`config.mk`:
```
export PLATFORM = sky130hd
export DESIGN_NAME = io_port_resp_flat
export DESIGN_NICKNAME = d
export VERILOG_FILES = /design/src/rtl/io_port_resp_if.sv /design/src/rtl/io_port_resp.sv /design/src/flat_wrapper.sv
export SDC_FILE = /design/constraint.sdc
export NUM_CORES = 1
export LEC_CHECK = 0
export CELL_PAD_IN_SITES_DETAIL_PLACEMENT = 1
export CELL_PAD_IN_SITES_GLOBAL_PLACEMENT = 1
export CORE_AREA = 2 2 163 165
export CTS_CLUSTER_SIZE = 30
export DETAILED_ROUTE_END_ITERATION = 10
export DIE_AREA = 0 0 165 167
export PLACE_DENSITY = 0.94
export SLEW_MARGIN = 20
export SYNTH_ARGS = -nofsm -noshare
export SYNTH_HDL_FRONTEND = slang
export SYNTH_SLANG_ARGS = --single-unit
```
`constraint.sdc`:
```
create_clock -name clk -period 3.9 [get_ports clk]
set_clock_uncertainty 0.05 [all_clocks]
set_input_delay 0.78 -clock clk [delete_from_list [all_inputs] [get_ports clk]]
set_output_delay 0.78 -clock clk [all_outputs]
set_load 0.02 [all_outputs]
```
`src/rtl/io_port_resp_if.sv`:
```
`default_nettype none
// ============================================================================
//  Module      : io_port_resp_if
//  Description : Bundles the core-side port access signals, the external
//                producer write port and the external consumer FIFO head port
//                of io_port_resp into one interface.
//  Revision    : 1.0  initial release
// ============================================================================
interface io_port_resp_if #(
    parameter int NBMANT = 16,
    parameter int NBEXPO = 6,
    parameter int NUIOIN = 8,
    parameter int NUIOOU = 8
);
    localparam int W  = NBMANT + NBEXPO + 1;
    localparam int AI = (NUIOIN > 1) ? $clog2(NUIOIN) : 1;
    localparam int AO = (NUIOOU > 1) ? $clog2(NUIOOU) : 1;

    // core read side
    logic              req_in;
    logic [AI-1:0]     addr_in;
    logic [W-1:0]      io_in;
    // core write side
    logic              out_en;
    logic [AO-1:0]     addr_out;
    logic [W-1:0]      data_out;
    // external producer
    logic              ext_in_we;
    logic [AI-1:0]     ext_in_addr;
    logic [W-1:0]      ext_in_data;
    logic [NUIOIN-1:0] ext_in_full;
    // external consumer
    logic              ext_out_valid;
    logic              ext_out_ready;
    logic [AO-1:0]     ext_out_addr;
    logic [W-1:0]      ext_out_data;
    // status
    logic              fifo_full;
    logic              ovf_err;

    // Core plus external agents drive the block from this side.
    modport master (
        output req_in, addr_in, out_en, addr_out, data_out,
               ext_in_we, ext_in_addr, ext_in_data, ext_out_ready,
        input  io_in, ext_in_full, ext_out_valid, ext_out_addr,
               ext_out_data, fifo_full, ovf_err
    );

    // The port block itself.
    modport slave (
        input  req_in, addr_in, out_en, addr_out, data_out,
               ext_in_we, ext_in_addr, ext_in_data, ext_out_ready,
        output io_in, ext_in_full, ext_out_valid, ext_out_addr,
               ext_out_data, fifo_full, ovf_err
    );
endinterface
`default_nettype wire

```
`src/rtl/io_port_resp.sv`:
```
`default_nettype none
// ============================================================================
//  Module      : io_port_resp
//  Description : Core I/O port responder. Input side is a bank of mailbox
//                registers with valid flags written by an external producer
//                and read combinationally by the core. Output side is a
//                first-word-fall-through FIFO of {port, data} entries drained
//                by an external consumer, with a sticky overflow flag.
//  Revision    : 1.0  initial release
// ============================================================================
module io_port_resp #(
    parameter int NBMANT = 16,
    parameter int NBEXPO = 6,
    parameter int NUIOIN = 8,
    parameter int NUIOOU = 8,
    parameter int FDEPTH = 4
) (
    input  wire logic      clk,
    input  wire logic      rst,     // asynchronous, active low
    io_port_resp_if.slave  bus
);
    localparam int W  = NBMANT + NBEXPO + 1;
    localparam int AI = (NUIOIN > 1) ? $clog2(NUIOIN) : 1;
    localparam int AO = (NUIOOU > 1) ? $clog2(NUIOOU) : 1;
    localparam int PW = (FDEPTH > 1) ? $clog2(FDEPTH) : 1;

    localparam logic [PW:0] c_DEPTH = (PW+1)'(FDEPTH);
    localparam logic [PW:0] c_EMPTY = '0;

    // ------------------------------------------------------------------
    // Input mailbox registers
    // ------------------------------------------------------------------
    logic [W-1:0]      r_in_data [NUIOIN];
    logic [NUIOIN-1:0] r_in_valid;

    // Producer writes set the valid flag; core reads clear it. The write
    // is applied last so a same-edge write to the port being read wins.
    always_ff @(posedge clk or negedge rst) begin
        if (!rst) begin
            for (int i = 0; i < NUIOIN; i++) begin
                r_in_data[i] <= '0;
            end
            r_in_valid <= '0;
        end else begin
            if (bus.req_in) begin
                r_in_valid[bus.addr_in] <= 1'b0;
            end
            if (bus.ext_in_we) begin
                r_in_data[bus.ext_in_addr]  <= bus.ext_in_data;
                r_in_valid[bus.ext_in_addr] <= 1'b1;
            end
        end
    end

    // Zero-latency read path: the core sees the stored value regardless of
    // strobe or valid state.
    assign bus.io_in       = r_in_data[bus.addr_in];
    assign bus.ext_in_full = r_in_valid;

    // ------------------------------------------------------------------
    // Output FIFO
    // ------------------------------------------------------------------
    logic [AO-1:0] r_fifo_addr [FDEPTH];
    logic [W-1:0]  r_fifo_data [FDEPTH];
    logic [PW-1:0] r_rd_ptr;
    logic [PW-1:0] r_wr_ptr;
    logic [PW:0]   r_count;
    logic          r_ovf_err;

    logic w_full;
    logic w_valid;
    logic w_pop;
    logic w_push;

    assign w_full  = (r_count == c_DEPTH);
    assign w_valid = (r_count != c_EMPTY);
    assign w_pop   = w_valid && bus.ext_out_ready;
    // A full FIFO still accepts a write when the head leaves on the same edge.
    assign w_push  = bus.out_en && (!w_full || w_pop);

    // FIFO storage, pointers and occupancy; pointers wrap naturally since
    // the depth is a power of two.
    always_ff @(posedge clk or negedge rst) begin
        if (!rst) begin
            for (int i = 0; i < FDEPTH; i++) begin
                r_fifo_addr[i] <= '0;
                r_fifo_data[i] <= '0;
            end
            r_rd_ptr <= '0;
            r_wr_ptr <= '0;
            r_count  <= '0;
        end else begin
            if (w_push) begin
                r_fifo_addr[r_wr_ptr] <= bus.addr_out;
                r_fifo_data[r_wr_ptr] <= bus.data_out;
                r_wr_ptr              <= r_wr_ptr + 1'b1;
            end
            if (w_pop) begin
                r_rd_ptr <= r_rd_ptr + 1'b1;
            end
            case ({w_push, w_pop})
                2'b10:   r_count <= r_count + 1'b1;
                2'b01:   r_count <= r_count - 1'b1;
                default: r_count <= r_count;
            endcase
        end
    end

    // Sticky overflow: a core write arriving while full with no pop is lost.
    always_ff @(posedge clk or negedge rst) begin
        if (!rst) begin
            r_ovf_err <= 1'b0;
        end else if (bus.out_en && w_full && !w_pop) begin
            r_ovf_err <= 1'b1;
        end
    end

    // First-word fall-through head presentation.
    assign bus.ext_out_valid = w_valid;
    assign bus.ext_out_addr  = r_fifo_addr[r_rd_ptr];
    assign bus.ext_out_data  = r_fifo_data[r_rd_ptr];
    assign bus.fifo_full     = w_full;
    assign bus.ovf_err       = r_ovf_err;

endmodule
`default_nettype wire

```
`src/flat_wrapper.sv`:
```
// flat-port wrapper written by rule: the top's interface ports become plain ports
module io_port_resp_flat 
#(
    parameter int NBMANT = 16,
    parameter int NBEXPO = 6,
    parameter int NUIOIN = 8,
    parameter int NUIOOU = 8,
    parameter int FDEPTH = 4
)
  (clk, rst, bus_req_in, bus_addr_in, bus_out_en, bus_addr_out, bus_data_out, bus_ext_in_we, bus_ext_in_addr, bus_ext_in_data, bus_ext_out_ready, bus_io_in, bus_ext_in_full, bus_ext_out_valid, bus_ext_out_addr, bus_ext_out_data, bus_fifo_full, bus_ovf_err);
  io_port_resp_if #(.NBMANT(NBMANT), .NBEXPO(NBEXPO), .NUIOIN(NUIOIN), .NUIOOU(NUIOOU)) bus_i ();
  input  wire logic clk;
  input  wire logic rst;
  input wire logic [$bits(bus_i.req_in)-1:0] bus_req_in;
  input wire logic [$bits(bus_i.addr_in)-1:0] bus_addr_in;
  input wire logic [$bits(bus_i.out_en)-1:0] bus_out_en;
  input wire logic [$bits(bus_i.addr_out)-1:0] bus_addr_out;
  input wire logic [$bits(bus_i.data_out)-1:0] bus_data_out;
  input wire logic [$bits(bus_i.ext_in_we)-1:0] bus_ext_in_we;
  input wire logic [$bits(bus_i.ext_in_addr)-1:0] bus_ext_in_addr;
  input wire logic [$bits(bus_i.ext_in_data)-1:0] bus_ext_in_data;
  input wire logic [$bits(bus_i.ext_out_ready)-1:0] bus_ext_out_ready;
  output wire logic [$bits(bus_i.io_in)-1:0] bus_io_in;
  output wire logic [$bits(bus_i.ext_in_full)-1:0] bus_ext_in_full;
  output wire logic [$bits(bus_i.ext_out_valid)-1:0] bus_ext_out_valid;
  output wire logic [$bits(bus_i.ext_out_addr)-1:0] bus_ext_out_addr;
  output wire logic [$bits(bus_i.ext_out_data)-1:0] bus_ext_out_data;
  output wire logic [$bits(bus_i.fifo_full)-1:0] bus_fifo_full;
  output wire logic [$bits(bus_i.ovf_err)-1:0] bus_ovf_err;
  assign bus_i.req_in = bus_req_in;
  assign bus_i.addr_in = bus_addr_in;
  assign bus_i.out_en = bus_out_en;
  assign bus_i.addr_out = bus_addr_out;
  assign bus_i.data_out = bus_data_out;
  assign bus_i.ext_in_we = bus_ext_in_we;
  assign bus_i.ext_in_addr = bus_ext_in_addr;
  assign bus_i.ext_in_data = bus_ext_in_data;
  assign bus_i.ext_out_ready = bus_ext_out_ready;
  assign bus_io_in = bus_i.io_in;
  assign bus_ext_in_full = bus_i.ext_in_full;
  assign bus_ext_out_valid = bus_i.ext_out_valid;
  assign bus_ext_out_addr = bus_i.ext_out_addr;
  assign bus_ext_out_data = bus_i.ext_out_data;
  assign bus_fifo_full = bus_i.fifo_full;
  assign bus_ovf_err = bus_i.ovf_err;
  io_port_resp #(.NBMANT(NBMANT), .NBEXPO(NBEXPO), .NUIOIN(NUIOIN), .NUIOOU(NUIOOU), .FDEPTH(FDEPTH)) u_core (.clk(clk), .rst(rst), .bus(bus_i));
endmodule
```
After elaboration in Yosys (flattened, before gate mapping)
Cells that the tools add are included.
W data, S select, Z words.
Word-level totals
  register bits after elaboration: 304
  output and inout bits: 60
  word-level logic and storage cells: 83
Operators by class
  add/sub/neg operators: 4
  magnitude comparators: 10
  equality and inequality tests: 3
  multiplexer cells: 25
  bitwise gates (word level): 7
  reduce and logical (&&, ||, !) cells: 13
Operators by type and width (number)
  $bwmux W184: 1
  $mux W23: 6
  $bwmux W92: 1
  $bmux W23 S3: 1
  $demux W23 S3: 1
  $bmux W23 S2: 1
  $demux W23 S2: 1
  $mux W8: 2
  $bwmux W12: 1
  $mux W3: 3
  $and A8 B8 Y8: 1
  $ge A4 B4 Y1 const B: 2
  $logic_and A1 B1 Y1: 8
  $lt A3 B4 Y1 const B: 2
  $not A3 Y4: 2
  $not A8 Y8: 1
  $or A8 B8 Y8: 1
  $bmux W3 S2: 1
  $demux W1 S3: 2
  $demux W3 S2: 1
  $ge A3 B1 Y1 const B: 2
  $ge A3 B3 Y1 const B: 2
  $not A2 Y3: 2
  $pmux W3 S2: 1
  other kinds (13): 16

Logic depth before layout (Yosys ltp)
  word-level depth: 9
  depth in mapped cells: 8
  mapped depth without buffers: 8

Worst setup path after synthesis
OpenSTA, ideal clock, no wires.
  kind: input to output
  start: input port bus_addr_in[1]
  end: output port bus_io_in[14]
  arrival time: 2.034 ns
  setup slack: 1.036 ns
  stages: 4
  path buffers: 2
  cells stage by stage: buf_6 buf_2 mux4_2 mux2_2
Between the ends
  cells in the longest elaborated chain, start to end: 4
RTL lines
  start, declared: line flat_wrapper.sv:15  | input wire logic [$bits(bus_i.addr_in)-1:0] bus_addr_in;
  $not A3 Y4 (implied by the code): line io_port_resp.sv:57  | assign bus.io_in = r_in_data[bus.addr_in];
  $bmux W23 S3: line io_port_resp.sv:57
  $mux W23 (implied by the code) (2 in a row): line io_port_resp.sv:57
  end, declared: line flat_wrapper.sv:23  | output wire logic [$bits(bus_i.io_in)-1:0] bus_io_in;
No other way between the ends. The select of a mux whose other input is x is not followed.

Worst setup path in the final report
  start: input port bus_addr_in[1]
  end: output port bus_io_in[3]
Same word-level chain as after synthesis.

==> results.py <==
metrics = {
    "synthesis": {
        "syn_avg_cell_area_um2": 16.9,
        "syn_nets": 868,
        "syn-instance-count": 801,
        "synth_warnings": 0,
        "synth_ff_type": "dfrtp_1",
        "synth_edf_count": 0,
        "synth_seq_cells": 304,
        "async_flop_share": 1.00,
        "synthDistinctLibCells": 30,
        "synth.cell_area_um2": 13500,
        "ys_seq_area_frac": 0.563,
    },
    "global_route": {
        "grt_pass1_wl_mm": 53.1,
        "grt-ovfl-total": 0,
        "grt_pass1_vias": 9017,
        "grt_max_degree": 88,
        "track_usage": 0.252,
        "antenna_found_initial": 0,
    },
    "drt": {
        "drt_wl_total_mm": 33.3,
        "wl_per_cell_um": 25.8,
        "initialDrtViolationCount": 394,
        "vias": 7568,
        "wl_met3_mm": 1.75,
        "vias_per_cell": 5.85,
        "ant_nets": 0,
        "drt_pre_antenna_iters": 4,
        "top_layer_used": "met4",
        "met1_length_mm": 13.5,
        "drc": 0,
        "dr_wl_met2_mm": 17.1,
    },
    "setup_path": {
        "worstPathBufferInverterCount": 3,
        "path_cells": "buf_4 > buf_12 > mux4_2 > mux2_2 > clkdlybuf4s50_1",
        "worstSetupPathType": "in -> out",
        "start_kind": "input port",
        "crit_fanout": 16,
        "end_kind": "output port",
        "cpMaxStageDelayCell": "clkdlybuf4s50_1",
        "cp_slowest_stage_delay_ns": 0.58,
        "timing.critical_path.arrival_ns": 2.74,
        "crit_required_ns": 3.07,
        "cpLargestDelayFamily": "buffers and inverters",
    },
    "floorplan": {
        "num_io_pins": 121,
        "dieHeight_um": 167,
        "start_util": 0.524,
        "core_um2": 25800,
        "rows": 59,
        "die_w_um": 165,
        "dieArea_um2": 27600,
    },
    "timing": {
        "timing.fmax_mhz": 280,
        "finalSetupTns_ns": 0,
        "layout_min_cycle_time_ns": 3.57,
        "slew_violations": 0,
        "rsz0062_at_grt": "no",
        "holdWs_ns": 0.148,
        "worstMarginPinSlew_ns": 0.695,
        "slew_headroom": 0.537,
        "hold_viol": 0,
        "period_share": 0.916,
        "setup_viol": 0,
    },
    "layout": {
        "diodes": 0,
        "areaGrowthSynthToFinish_pct": 20.6,
        "nNetsFinal": 1000,
        "postLayoutCellArea_um2": 16300,
        "drive_above_1_share": 0.500,
    },
    "min_path": {
        "hold_path_class": "in -> async",
    },
    "power": {
        "peakVddDrop_mv": 0.582,
        "power.density_nw_per_um2": 745,
        "p_int_mw": 8.44,
        "power_frac_comb": 0.335,
        "power_leakage_nw": 6.77,
        "power_mw": 12.2,
        "p_switching_mw": 3.71,
        "power.share.switching": 0.305,
        "clkPwrFrac": 0.262,
        "seqPwrFrac": 0.404,
    },
    "clock_tree": {
        "clkLatencyLatePin_ns": 0.56,
        "cts_tree": "done",
        "clockBufferDepth": 3,
        "cts.sinks": 304,
        "post-cts-setup-buffers": 0,
        "clock_tree.root_cell": "clkbuf_16",
        "numCtsBuffers": 31,
        "clk_pin_slew_ns": 0.07,
        "cts-htree-levels": 1,
        "post_cts_resized": 0,
        "hold_buffers": 0,
    },
    "placed_design": {
        "dp_hpwl_mm": 19.9,
        "place_area_um2": 15200,
        "gp_congestion": 0.748,
        "portBuffers": 120,
    },
    "job": {
        "maxCapViolations": 0,
    },
    "outcome": {
        "outcome": "finished clean",
    },
}
[Yosys cell counts, types with 2 or more instances]
cell type	number	area, µm²
nor2_2	4	25.0
dfrtp_1	304	7610
mux2_2	312	3510
buf_6	9	101
nor3b_2	2	25.0
o31ai_1	2	15.0
mux4_2	72	1620
ha_1	5	62.6
buf_2	21	105
xnor2_1	3	26.3
o21ai_0	6	30.0
clkbuf_1	12	45.0
nor3_2	2	20.0
inv_1	5	18.8
nand2_1	12	45.0
xor2_1	3	26.3
nand2b_1	8	50.1
buf_4	5	37.5
nand4b_1	3	26.3
[layout by cell type (no fill, tap or decap), types with 2 or more instances in the layout]
| cell type | netlist | routed |
|---|---|---|
| clkbuf_16 | 0 | 31 |
| o31ai_1 | 2 | 2 |
| nand2_1 | 12 | 12 |
| nor2_2 | 4 | 4 |
| inv_1 | 5 | 5 |
| xnor2_1 | 3 | 3 |
| clkinvlp_4 | 0 | 3 |
| nand2b_1 | 8 | 8 |
| o21ai_0 | 6 | 6 |
| dfrtp_1 | 304 | 303 |
| mux2_2 | 312 | 312 |
| bufinv_16 | 0 | 5 |
| nor3_4 | 0 | 2 |
| clkinv_2 | 0 | 9 |
| clkbuf_1 | 12 | 4 |
| ha_1 | 5 | 5 |
| buf_4 | 5 | 17 |
| nand4b_1 | 3 | 3 |
| clkbuf_8 | 0 | 5 |
| mux4_2 | 72 | 72 |
| buf_12 | 0 | 11 |
| xor2_1 | 3 | 3 |
| nor3b_4 | 0 | 2 |
| clkdlybuf4s50_1 | 0 | 117 |
[sequential cells by signal (all words and copies together) (netlist names)]
register	cells
u_core.r_in_data	184
u_core.r_fifo_data	92
u_core.r_fifo_addr	12
u_core.bus.ext_in_full	8
u_core.r_count	3
u_core.r_rd_ptr	2
u_core.r_wr_ptr	2
u_core.bus.ovf_err	1
[through the flow]
stage	setup WS, ns	util	instances
floorplan	1.04	-	801
global placement	0.364	0.590	1235
detailed placement	0.323	0.590	1235
CTS	0.301	0.633	1293
global route	0.243	0.633	1293
finish	0.326	0.633	1293
[worst register-to-register path, delay by kind of cell, from the launching register on]
family | cells | cell delay [ns]
XOR/XNOR | 2 | 0.32
flip-flops | 1 | 0.46
adder cells (fa/ha/maj) | 2 | 0.60
AND/OR/NAND/NOR | 3 | 0.91
buffers and inverters | 1 | 0.07
[layout make-up]
| type | count | area, µm² |
|---|---|---|
| Fill cell | 2211 | 9460 |
| Inverter | 5 | 18.8 |
| Tap cell | 335 | 419 |
| Timing Repair Buffer | 147 | 1540 |
| Multi-Input combinational cell | 444 | 5620 |
| Sequential cell | 304 | 7610 |
| Clock inverter | 18 | 238 |
| Clock buffer | 40 | 860 |
[layer usage]
metal	up-vias	GRT usage
li1	3239	-
met1	4075	0.312
met2	186	0.442
met3	68	0.0568
met4	0	0.0696
met5	-	0
[kinds of logic (layout without fill, tap and decap cells)]
| group | after synthesis | after routing | synth area share |
|---|---|---|---|
| mux | 385 | 385 | 0.381 |
| flops | 304 | 304 | 0.563 |
| buf+inv | 53 | 210 | 0.0231 |
| simple gates | 37 | 37 | 0.0186 |
| compound gates | 10 | 10 | 0.00454 |
| fa+ha+maj | 6 | 6 | 0.00611 |
| xor+xnor | 6 | 6 | 0.00389 |
[final timing paths]
check / startpoint / endpoint / slack [ns] / depth (start not counted)
worst min register to register: u_core.bus.ovf_err$_DFFE_PN0P_ / u_core.bus.ovf_err$_DFFE_PN0P_ / 0.45 / 1
min in group clk: u_core.bus.ovf_err$_DFFE_PN0P_ / u_core.bus.ovf_err$_DFFE_PN0P_ / 0.45 / 1
max in group asynchronous: rst / u_core.r_rd_ptr[0]$_DFFE_PN0P_ / 2.68 / 2
worst max register to register: u_core.r_count[0]$_DFFE_PN0P_ / u_core.r_count[2]$_DFFE_PN0P_ / 1.41 / 8
worst min-delay path: rst / u_core.r_in_data[154]$_DFFE_PN0P_ / 0.15 / 1
worst max-delay path: bus_addr_in[1] / bus_io_in[3] / 0.33 / 5
[power groups by stage]
| stage | sequential [mW] | clock (mW) | combinational, mW |
|---|---|---|---|
| 6_report | 4.90 | 3.18 | 4.07 |
| 5_1_grt | 5.04 | 3.36 | 4.34 |
| 4_1_cts | 4.91 | 3.24 | 4.13 |
| 3_5_place_dp | 4.91 | 0 | 4.04 |
| 3_3_place_gp | 4.78 | 0 | 3.86 |
| 2_1_floorplan | 4.60 | 0 | 2.72 |
Note: power is estimated with default switching activity, not from simulation.
